File: src/rtl/conv_window_controller.sv
// Raster-stream sequencer for a KxK Line_Buffer chain: drives the shift strobe and data,
// tracks pixel position and flags stride-aligned valid window positions.
module conv_window_controller #(
  parameter int unsigned DATA_WIDTH  = 8,
  parameter int unsigned KERNEL_SIZE = 3,
  parameter int unsigned ROW_SIZE    = 5,
  parameter int unsigned COL_SIZE    = 5,
  parameter int unsigned STRIDE      = 1
) (
  input  logic                        clock,
  input  logic                        reset,
  input  logic                        start,
  input  logic                        in_valid,
  input  logic [DATA_WIDTH-1:0]       in_data,
  output logic                        in_ready,
  output logic                        buf_shift,
  output logic [DATA_WIDTH-1:0]       buf_data,
  output logic                        window_valid,
  output logic [$clog2(COL_SIZE)-1:0] out_row,
  output logic [$clog2(ROW_SIZE)-1:0] out_col,
  output logic                        busy,
  output logic                        frame_done
);

  localparam int unsigned RW = $clog2(COL_SIZE);
  localparam int unsigned CW = $clog2(ROW_SIZE);
  localparam int unsigned PW = (STRIDE > 1) ? $clog2(STRIDE) : 1;

  localparam logic [CW-1:0] COL_LAST = CW'(ROW_SIZE - 1);
  localparam logic [RW-1:0] ROW_LAST = RW'(COL_SIZE - 1);
  localparam logic [CW-1:0] K_COL    = CW'(KERNEL_SIZE - 1);
  localparam logic [RW-1:0] K_ROW    = RW'(KERNEL_SIZE - 1);
  localparam logic [PW-1:0] PH_LAST  = PW'(STRIDE - 1);

  localparam logic [1:0] S_IDLE   = 2'd0;
  localparam logic [1:0] S_FILL   = 2'd1;
  localparam logic [1:0] S_ACTIVE = 2'd2;
  localparam logic [1:0] S_DONE   = 2'd3;

  logic [1:0]    state;
  logic [1:0]    next_state;
  logic          done_cnt;

  logic [CW-1:0] col_cnt;
  logic [RW-1:0] row_cnt;
  logic [PW-1:0] col_ph;
  logic [PW-1:0] row_ph;
  logic [CW-1:0] oc_cnt;
  logic [RW-1:0] or_cnt;

  logic          win_pend;
  logic [RW-1:0] pend_row;
  logic [CW-1:0] pend_col;

  logic accept;
  logic last_pix;
  logic fill_pix;
  logic hit;

  assign in_ready = (state == S_FILL) || (state == S_ACTIVE);
  assign accept   = in_valid && in_ready;
  assign last_pix = (col_cnt == COL_LAST) && (row_cnt == ROW_LAST);
  assign fill_pix = (col_cnt == K_COL) && (row_cnt == K_ROW);
  // Phase counters stay at 0 until the kernel fits, so phase 0 marks stride alignment.
  assign hit      = accept && (row_cnt >= K_ROW) && (col_cnt >= K_COL) &&
                    (row_ph == '0) && (col_ph == '0);

  always_ff @(posedge clock or posedge reset) begin
    if (reset) begin
      state    <= S_IDLE;
      done_cnt <= 1'b0;
    end else begin
      state    <= next_state;
      done_cnt <= (state == S_DONE) ? ~done_cnt : 1'b0;
    end
  end

  always_comb begin
    next_state = state;
    case (state)
      S_IDLE:   if (start) next_state = S_FILL;
      S_FILL: begin
        if (accept && last_pix)      next_state = S_DONE;
        else if (accept && fill_pix) next_state = S_ACTIVE;
      end
      S_ACTIVE: if (accept && last_pix) next_state = S_DONE;
      S_DONE:   if (done_cnt) next_state = S_IDLE;
      default:  next_state = S_IDLE;
    endcase
  end

  // Position, stride phase and output-index counters.
  always_ff @(posedge clock or posedge reset) begin
    if (reset) begin
      col_cnt <= '0;
      row_cnt <= '0;
      col_ph  <= '0;
      row_ph  <= '0;
      oc_cnt  <= '0;
      or_cnt  <= '0;
    end else if ((state == S_IDLE) && start) begin
      col_cnt <= '0;
      row_cnt <= '0;
      col_ph  <= '0;
      row_ph  <= '0;
      oc_cnt  <= '0;
      or_cnt  <= '0;
    end else if (accept) begin
      if (col_cnt == COL_LAST) begin
        col_cnt <= '0;
        col_ph  <= '0;
        oc_cnt  <= '0;
        if (row_cnt == ROW_LAST) begin
          row_cnt <= '0;
          row_ph  <= '0;
          or_cnt  <= '0;
        end else begin
          row_cnt <= row_cnt + RW'(1);
          if (row_cnt >= K_ROW) begin
            if (row_ph == PH_LAST) begin
              row_ph <= '0;
              or_cnt <= or_cnt + RW'(1);
            end else begin
              row_ph <= row_ph + PW'(1);
            end
          end
        end
      end else begin
        col_cnt <= col_cnt + CW'(1);
        if (col_cnt >= K_COL) begin
          if (col_ph == PH_LAST) begin
            col_ph <= '0;
            oc_cnt <= oc_cnt + CW'(1);
          end else begin
            col_ph <= col_ph + PW'(1);
          end
        end
      end
    end
  end

  // Shift strobe at the accept edge; window flag one edge later so the chain has captured.
  always_ff @(posedge clock or posedge reset) begin
    if (reset) begin
      buf_shift    <= 1'b0;
      buf_data     <= '0;
      win_pend     <= 1'b0;
      pend_row     <= '0;
      pend_col     <= '0;
      window_valid <= 1'b0;
      out_row      <= '0;
      out_col      <= '0;
      busy         <= 1'b0;
      frame_done   <= 1'b0;
    end else begin
      buf_shift    <= accept;
      if (accept) buf_data <= in_data;
      win_pend     <= hit;
      if (hit) begin
        pend_row <= or_cnt;
        pend_col <= oc_cnt;
      end
      window_valid <= win_pend;
      if (win_pend) begin
        out_row <= pend_row;
        out_col <= pend_col;
      end
      busy         <= (next_state != S_IDLE);
      frame_done   <= (state == S_DONE) && !done_cnt;
    end
  end

endmodule

File: config.mk
export PLATFORM = sky130hd
export DESIGN_NAME = conv_window_controller
export DESIGN_NICKNAME = d
export VERILOG_FILES = /design/src/rtl/conv_window_controller.sv
export SDC_FILE = /design/constraint.sdc
export NUM_CORES = 1
export LEC_CHECK = 0
export ABC_AREA = 1
export BUFFER_PORTS_ARGS = -buffer_cell sky130_fd_sc_hd__buf_2
export CORE_MARGIN = 2
export CORE_UTILIZATION = 40
export CTS_CLUSTER_SIZE = 24
export DETAILED_ROUTE_END_ITERATION = 6
export PLACE_DENSITY = 0.6
export SLEW_MARGIN = 30
export SYNTH_ARGS = -nofsm -noshare
export SYNTH_HDL_FRONTEND = slang
export SYNTH_SLANG_ARGS = --single-unit
File: constraint.sdc
create_clock -name clock -period 2.26 [get_ports clock]
set_clock_uncertainty 0.15 [all_clocks]
set_input_delay 0.226 -clock clock [delete_from_list [all_inputs] [get_ports clock]]
set_output_delay 0.226 -clock clock [all_outputs]
set_load 0.005 [all_outputs]
==> impl_metrics.toml, run 1 <==
[outcome]
status = "finished, final reports clean"

[sta]
setup_tns_ps = 0
relSlewSlack_pct = 68.01
finalSetupViolCount = 0
min_period_ps = 1987
max_freq_mhz = 503.4
fin_ws_ps = 273.5
hold_viol = 0
rsz0062_at_grt = "false"
drv_slew = 0
worstMarginPinSlew_ps = 479.9
finalCritPeriodShare_pct = 87.90

[grt]
gr-total-overflow = 0
gr-usage-met2_pct = 22.84
grt_pass1_vias = 1302
antenna_found_initial = 0
grt_use_met1_pct = 18.32
grt_use_total_pct = 14.30
grt-busiest-layer = "met2"
grt_max_degree = 40
use_met3_pct = 5.063
grt_pass1_wl_um = 5775

[worst_setup_path]
timing.rr.start = "state[0]"
critPathCaptureType = "flop"
crit_arrival_ps = 2030
r2r_slack_ps = 270
cp.required_ps = 2310
crit_fanout = 13
rr_worst_depth = 6
r2r-end = "pend_col[1]"
critPathKind = "flop to flop"
cp-start-kind = "flop"

[worst_hold_path]
hold_path.class = "primary input to flop"
min_from = "start"
hold_depth = 4
worstHoldEndpoint = "state[1]"

[final_layout]
diodes = 0
syn_to_final_growth_pct = 20.59
drive_gt1_share_pct = 21.40
final_area_mm2 = 0.002206
layout.nets = 267

[route]
drt_first_pass_iters = 4
drt_iter0_drc = 36
drcViolationCount = 0
routed_wl_um = 3162
vias_per_cell = 4.678
antenna_left = 0
wl_per_cell_um = 10.72
num_vias = 1380

[placement]
routabilityCongestion = 0.8065
pre_cts_ws_ps = 280.7
hpwl_um = 2236
numPortBuffers = 30
dpl_cell_area_mm2 = 0.002034

[floorplan]
rows = 24
die_x_um = 71.63
initial_utilization_pct = 41.72
ios = 31
die_height_um = 71.63
core_mm2 = 0.004384
dieArea_mm2 = 0.005130

[clock_network]
htree_levels = 2
cts_resized = 0
cts-root-buf = "clkbuf_8"
cts_tree = "built"
path_clk_slew_ps = 70
clockBufferDepth = 2
post_cts_buffers = 0
insertion_delay_ps = 290
cts.sinks = 39
cts_buffers = 5

[synthesis]
yosysTopAreaCell = "dfrtp_1"
synth_top_area_share_pct = 53.35
yosys_warnings = 0
synth_cells = 198
syn_avg_cell_area_um2 = 9.239
netlist_area_mm2 = 0.001829
netlist_top_cells_area = "dfrtp_1, nand2_1, ha_1, inv_1, o21ai_0"
synth_cell_types = 24
synth-seq-cells = 39
ys_seq_area_share_pct = 53.35
syn_nets = 223

[power]
p_leak_nw = 1.221
p_per_area_mw_per_mm2 = 1143
vdd_drop_max_uv = 571.0

[run]
max-cap-violations = 0
==> worst max-delay path: stages, from the launching register on <==
cell	delay, ps
dfrtp_1	400
inv_1	110
ha_1	330
nand2_2	180
inv_1	140
nand3_1	310
o21ai_0	270
==> sequential cells by signal (all words and copies together) (netlist names) <==
register	flops
or_cnt	3
col_cnt	3
row_cnt	3
out_col	3
done_cnt	1
window_valid	1
out_row	3
buf_shift	1
win_pend	1
busy	1
pend_col	3
pend_row	3
oc_cnt	3
state	2
buf_data	8
==> routing by layer <==
layer	routed length (um)	up-vias
met2	1514	32
met5	0	-
met4	25	0
met1	1462	635
li1	-	710
met3	160	3
==> metrics by stage <==
| stage | hold slack, ps | total power, mW | utilization, % | std cells |
|---|---|---|---|---|
| after floorplan | 185.6 | 1.794 | - | 198 |
| after global placement | 220.6 | 2.082 | 46.40 | 278 |
| after detailed placement | 225.0 | 2.101 | 46.40 | 278 |
| after CTS | 96.25 | 2.566 | 50.31 | 295 |
| after global routing | 134.1 | 2.784 | 50.31 | 295 |
| final | 108.8 | 2.522 | 50.31 | 295 |
==> layout by cell type (no fill, tap or decap), drive strengths merged <==
cell type     n
mux2          6
ha           13
nor3          1
o21ai        18
a31oi         1
nand2        58
nand3        15
clkbuf        7
dlygate4sd3   9
clkinv        1
o22ai         1
dfrtp        39
and3          1
buf          32
or2           1
nor2          8
inv          28
a21oi         3
xor2          1
==> report_power, final <==
part | internal, mW | switching [mW] | total [mW]
Combinational | 0.403 | 0.544 | 0.947
Sequential | 0.974 | 0.159 | 1.13
Clock | 0.216 | 0.226 | 0.442
==> cells by family (layout without fill, tap and decap cells) <==
family          Yosys count  count (layout)  share of synthesized area, %
buf+inv                  32              77                         7.113
fa+ha+maj                13              13                         8.892
xor+xnor                  1               1                        0.4789
simple gates             84              84                         19.43
mux                       6               6                         3.693
compound gates           23              23                         7.045
flops                    39              39                         53.35
==> cell usage after synthesis <==
master and n:
nand2_1 56, dfrtp_1 39, inv_1 26, o21ai_0 16
nand3_1 15, ha_1 13, mux2_2 6, nor2_1 6
a21oi_1 3, buf_2 2, inv_2 2, nand2_2 2
a31oi_1 1, and3_1 1, buf_6 1, clkbuf_1 1
nor2_2 1, nor2_4 1, nor3_1 1, o21ai_1 1
o21ai_4 1, o22ai_1 1, or2_2 1, xor2_1 1
==> how the worst max path moves through the flow <==
stage,endpoint,slack [ps],cells after the start,from
2_1_floorplan,oc_cnt[2],550,10,state[0]
3_3_place_gp,pend_col[1],380,7,state[0]
3_5_place_dp,pend_row[1],280,7,state[0]
4_1_cts,pend_col[1],260,6,state[0]
5_1_grt,pend_col[2],60,7,state[1]
6_report,pend_col[1],270,6,state[0]
==> area by class of cell <==
| cell class | count | area [um^2] |
|---|---|---|
| inverter | 28 | 105.1 |
| timing repair buffer | 41 | 255.2 |
| clock buffer | 7 | 76.32 |
| clock inverter | 1 | 5.005 |
| multi-input combinational | 127 | 723.2 |
| sequential | 39 | 975.9 |
| fill | 430 | 2178 |
| tap | 52 | 65.06 |
==> repair_timing <==
action                                  CTS  global route
endpoints found under the hold margin    47             0
endpoints found under the setup margin    0             0
hold buffers                              9             0
No activity file was read; power rests on OpenSTA's default activity.
==> run 2: changes to the inputs <==
--- a/config.mk
+++ b/config.mk
@@ -7,6 +7,8 @@
 export LEC_CHECK = 0
 export ABC_AREA = 1
 export BUFFER_PORTS_ARGS = -buffer_cell sky130_fd_sc_hd__buf_2
+export CAP_MARGIN = 30
+export CORE_ASPECT_RATIO = 1.1
 export CORE_MARGIN = 2
 export CORE_UTILIZATION = 40
 export CTS_CLUSTER_SIZE = 24
==> impl_metrics.toml, run 2 (synthesis results as in run 1) <==
[worst_setup_path]
rr_worst_depth = 6
crit_fanout = 13
r2r-end = "pend_row[2]"
max_stage_delay_ps = 400
critPathCaptureType = "flop"
r2r_slack_ps = 290
cp-start-kind = "flop"
critPathKind = "flop to flop"
crit_arrival_ps = 2030
crit_chain = "inv_1, ha_1, nand2_2, inv_1, nand3_1, o21ai_0"
slowest_stage = "dfrtp_1"
timing.rr.start = "state[0]"
cpMostUsedCell = "inv_1"
cp.required_ps = 2310

[floorplan]
die_x_um = 68.48
dieArea_mm2 = 0.005130
die_height_um = 74.93
rows = 25
core_mm2 = 0.004348
initial_utilization_pct = 42.07
ios = 31

[sta]
relSlewSlack_pct = 67.47
hold_slack_ps = 102.8
max_freq_mhz = 506.4
min_period_ps = 1975
hold_viol = 0
finalSetupViolCount = 0
finalCritPeriodShare_pct = 87.37
setup_tns_ps = 0
worstMarginPinSlew_ps = 487.9
drv_slew = 0
rsz0062_at_grt = "false"

[grt]
gr-total-overflow = 0
antenna_found_initial = 0
grt_use_total_pct = 15.27
grt_use_met1_pct = 17.15
grt_pass1_wl_um = 5802
use_met3_pct = 5.381
gr-usage-met2_pct = 26.92
grt-busiest-layer = "met2"
grt_max_degree = 40
grt_pass1_vias = 1378

[clock_network]
cts-root-buf = "clkbuf_8"
htree_levels = 2
clockBufferDepth = 2
post_cts_buffers = 0
cts_tree = "built"
cts.sinks = 39
cts_buffers = 5
path_clk_slew_ps = 70
insertion_delay_ps = 290

[placement]
routabilityCongestion = 0.8126
numPortBuffers = 30
hpwl_um = 2301

[final_layout]
diodes = 0
multiInputGateArea_um2 = 723.2
syn_to_final_growth_pct = 20.93
final_common_cell = "nand2_1"
final_cell_mix = "nand2_1, dfrtp_1, buf_2"
fill_cells = 400
top_register = "buf_data"
register_area_um2 = 975.9
layout.nets = 267
largest_register_ffs = 8
drive_gt1_share_pct = 21.81

[route]
num_vias = 1376
drcViolationCount = 0
vias_per_cell = 4.633
routed_wl_um = 3290
drt_first_pass_iters = 4
wl_per_cell_um = 11.08
antenna_left = 0
drt_iter0_drc = 53

[worst_hold_path]
hold_depth = 4
worstHoldEndpoint = "state[1]"
hold_path.class = "primary input to flop"
min_from = "start"

[run]
max-cap-violations = 0

[power]
vdd_drop_max_uv = 675.8
p_leak_nw = 1.220
p_per_area_mw_per_mm2 = 1149

[outcome]
status = "finished, final reports clean"
run 2: power by group:
part / total [mW] / switching [mW] / leakage (nW) / internal, mW
clock network: 0.456 / 0.240 / 0.0412 / 0.216
logic: 0.948 / 0.546 / 0.680 / 0.402
registers: 1.14 / 0.164 / 0.499 / 0.974
run 2: worst max path at each step:
stage,slack (ps),cells past startpoint,endpoint,startpoint
finish,290,6,pend_row[2],state[0]
global route,20,6,pend_col[0],state[1]
CTS,260,6,pend_row[2],state[1]
detailed placement,280,6,pend_row[2],state[1]
global placement,380,7,pend_row[1],state[0]
floorplan,550,10,oc_cnt[2],state[0]
run 2: per-layer routing:
layer | up-vias | part of all wire (%)
met5 | - | 0
met4 | 0 | 1.2
met3 | 5 | 4.2
met2 | 29 | 49
met1 | 630 | 45
li1 | 712 | -
run 2: what timing repair did:
action | CTS | global route
gates resized for setup | 0 | 0
hold endpoints to repair | 47 | 0
hold buffers | 9 | 0
endpoints found under the setup margin | 0 | 0
run 2: layout make-up:
cell class / count / area share, %
Multi-Input combinational cell: 127 / 32.69
Sequential cell: 39 / 44.12
Tap cell: 54 / 3.054
Inverter: 28 / 4.751
Timing Repair Buffer: 41 / 11.54
Clock inverter: 2 / 0.5656
Clock buffer: 6 / 3.281
run 2: metrics by stage:
step | instance area, um^2 | worst slack, ps | utilization [%] | std cells | power (mW)
floorplan | 1829 | 547.8 | - | 198 | 1.794
global placement | 2037 | 377.0 | 46.85 | 280 | 2.081
detailed placement | 2037 | 281.5 | 46.85 | 280 | 2.106
CTS | 2212 | 260.3 | 50.88 | 297 | 2.583
global route | 2212 | 16.04 | 50.88 | 297 | 2.811
finish | 2212 | 285.4 | 50.88 | 297 | 2.541
run 2: worst max-delay path: cells and delay by family, from the launching register on:
family / cells / cell delay [ps]
AND/OR/NAND/NOR: 2 / 490
AO/OA/AOI/OAI: 1 / 280
flip-flops: 1 / 400
adder cells (fa/ha/maj): 1 / 320
buffers and inverters: 2 / 250
==> run 3: changes to the inputs <==
--- a/config.mk
+++ b/config.mk
@@ -11,6 +11,7 @@
 export CORE_ASPECT_RATIO = 1.1
 export CORE_MARGIN = 2
 export CORE_UTILIZATION = 40
+export CTS_BUF_LIST = sky130_fd_sc_hd__clkbuf_8
 export CTS_CLUSTER_SIZE = 24
 export DETAILED_ROUTE_END_ITERATION = 6
 export PLACE_DENSITY = 0.6
==> impl_metrics.toml, run 3 (synthesis results as in run 1) <==
[route]
routed_wl_um = 3287
vias_per_cell = 4.633
wl_per_cell_um = 11.07
num_vias = 1376
antenna_left = 0
drcViolationCount = 0
drt_first_pass_iters = 4
drt_iter0_drc = 53

[final_layout]
diodes = 0
top_register = "buf_data"
final_cell_mix = "nand2_1, dfrtp_1, buf_2"
drive_gt1_share_pct = 21.81
largest_register_ffs = 8
syn_to_final_growth_pct = 20.93
fill_cells = 400
layout.nets = 267
final_common_cell = "nand2_1"

[grt]
gr-total-overflow = 0
grt_max_degree = 40
antenna_found_initial = 0
grt_pass1_vias = 1378
grt_use_total_pct = 15.27
grt_pass1_wl_um = 5802

[clock_network]
cts-root-buf = "clkbuf_8"
cts_tree = "built"
cts.sinks = 39
clockBufferDepth = 2
htree_levels = 2
cts_resized = 0
path_clk_slew_ps = 70
hold_buffers = 9
cts_buffers = 5
post_cts_buffers = 0
insertion_delay_ps = 290

[worst_setup_path]
cp.required_ps = 2310
crit_fanout = 13
critPathCaptureType = "flop"
cp-start-kind = "flop"
critPathKind = "flop to flop"
crit_arrival_ps = 2030

[sta]
finalCritPeriodShare_pct = 87.37
max_freq_mhz = 506.4
min_period_ps = 1975
drv_slew = 0
setup_tns_ps = 0
rsz0062_at_grt = "false"
relSlewSlack_pct = 67.48
hold_viol = 0
worstMarginPinSlew_ps = 487.9
finalSetupViolCount = 0

[placement]
routabilityCongestion = 0.8126
numPortBuffers = 30
hpwl_um = 2301

[power]
p_total_mw = 2.537
p_leak_nw = 1.224
vdd_drop_max_uv = 675.8
p_per_area_mw_per_mm2 = 1147

[floorplan]
die_height_um = 74.93
initial_utilization_pct = 42.07
rows = 25
die_x_um = 68.48
dieArea_mm2 = 0.005130
ios = 31
core_mm2 = 0.004348

[outcome]
status = "finished, final reports clean"

[worst_hold_path]
hold_path.class = "primary input to flop"

[run]
max-cap-violations = 0
==> run 3: changes by cell type in the layout (fill, tap and decap cells not counted), sizes merged <==
| cell | delta |
|---|---|
| clkbuf | -1 |
| inv | +1 |
==> run 3: power breakdown <==
part	switching, mW	internal [mW]
Sequential	0.164	0.974
Clock	0.241	0.211
Combinational	0.546	0.402
Total	0.950	1.59
==> run 3: worst paths after layout <==
path,from,end,cells past startpoint,slack [ps]
setup / recovery,state[0],pend_row[2],6,290
hold / removal,start,state[1],4,100
setup reg to reg,state[0],pend_row[2],6,290
hold reg to reg,buf_data[7],buf_data[7],2,330
max in group asynchronous,reset,row_cnt[1],4,1180
min in group asynchronous,reset,col_cnt[0],4,440
==> run 3: cell type report <==
class	instances	area, um^2	share of cell area [%]
Sequential cell	39	975.9	44.12
Multi-Input combinational cell	127	723.2	32.69
Clock buffer	5	68.82	3.111
Tap cell	54	67.56	3.054
Clock inverter	3	16.27	0.7353
Inverter	28	105.1	4.751
Timing Repair Buffer	41	255.2	11.54
==> run 3: routing by layer <==
metal | GRT usage (%) | up-vias | wire length [um]
met4 | 4.667 | 0 | 40
met5 | 0 | - | 0
met2 | 26.92 | 29 | 1623
met1 | 17.15 | 630 | 1486
li1 | - | 712 | -
met3 | 5.381 | 5 | 137
==> run 3: stage by stage <==
stage | instance area (um^2) | util [%] | worst slack, ps | hold slack [ps] | cells
final | 2212 | 50.88 | 285.4 | 102.8 | 297
after global placement | 2037 | 46.85 | 377.0 | 219.4 | 280
after CTS | 2212 | 50.88 | 260.3 | 99.18 | 297
after floorplan | 1829 | - | 547.8 | 185.6 | 198
after global routing | 2212 | 50.88 | 16.04 | 131.2 | 297
after detailed placement | 2037 | 46.85 | 281.5 | 222.0 | 280
==> run 3: critical path: stages, from the launching register on <==
cell and delay [ps]:
dfrtp_1 400, inv_1 110, ha_1 320, nand2_2 170
inv_1 140, nand3_1 320, o21ai_0 280
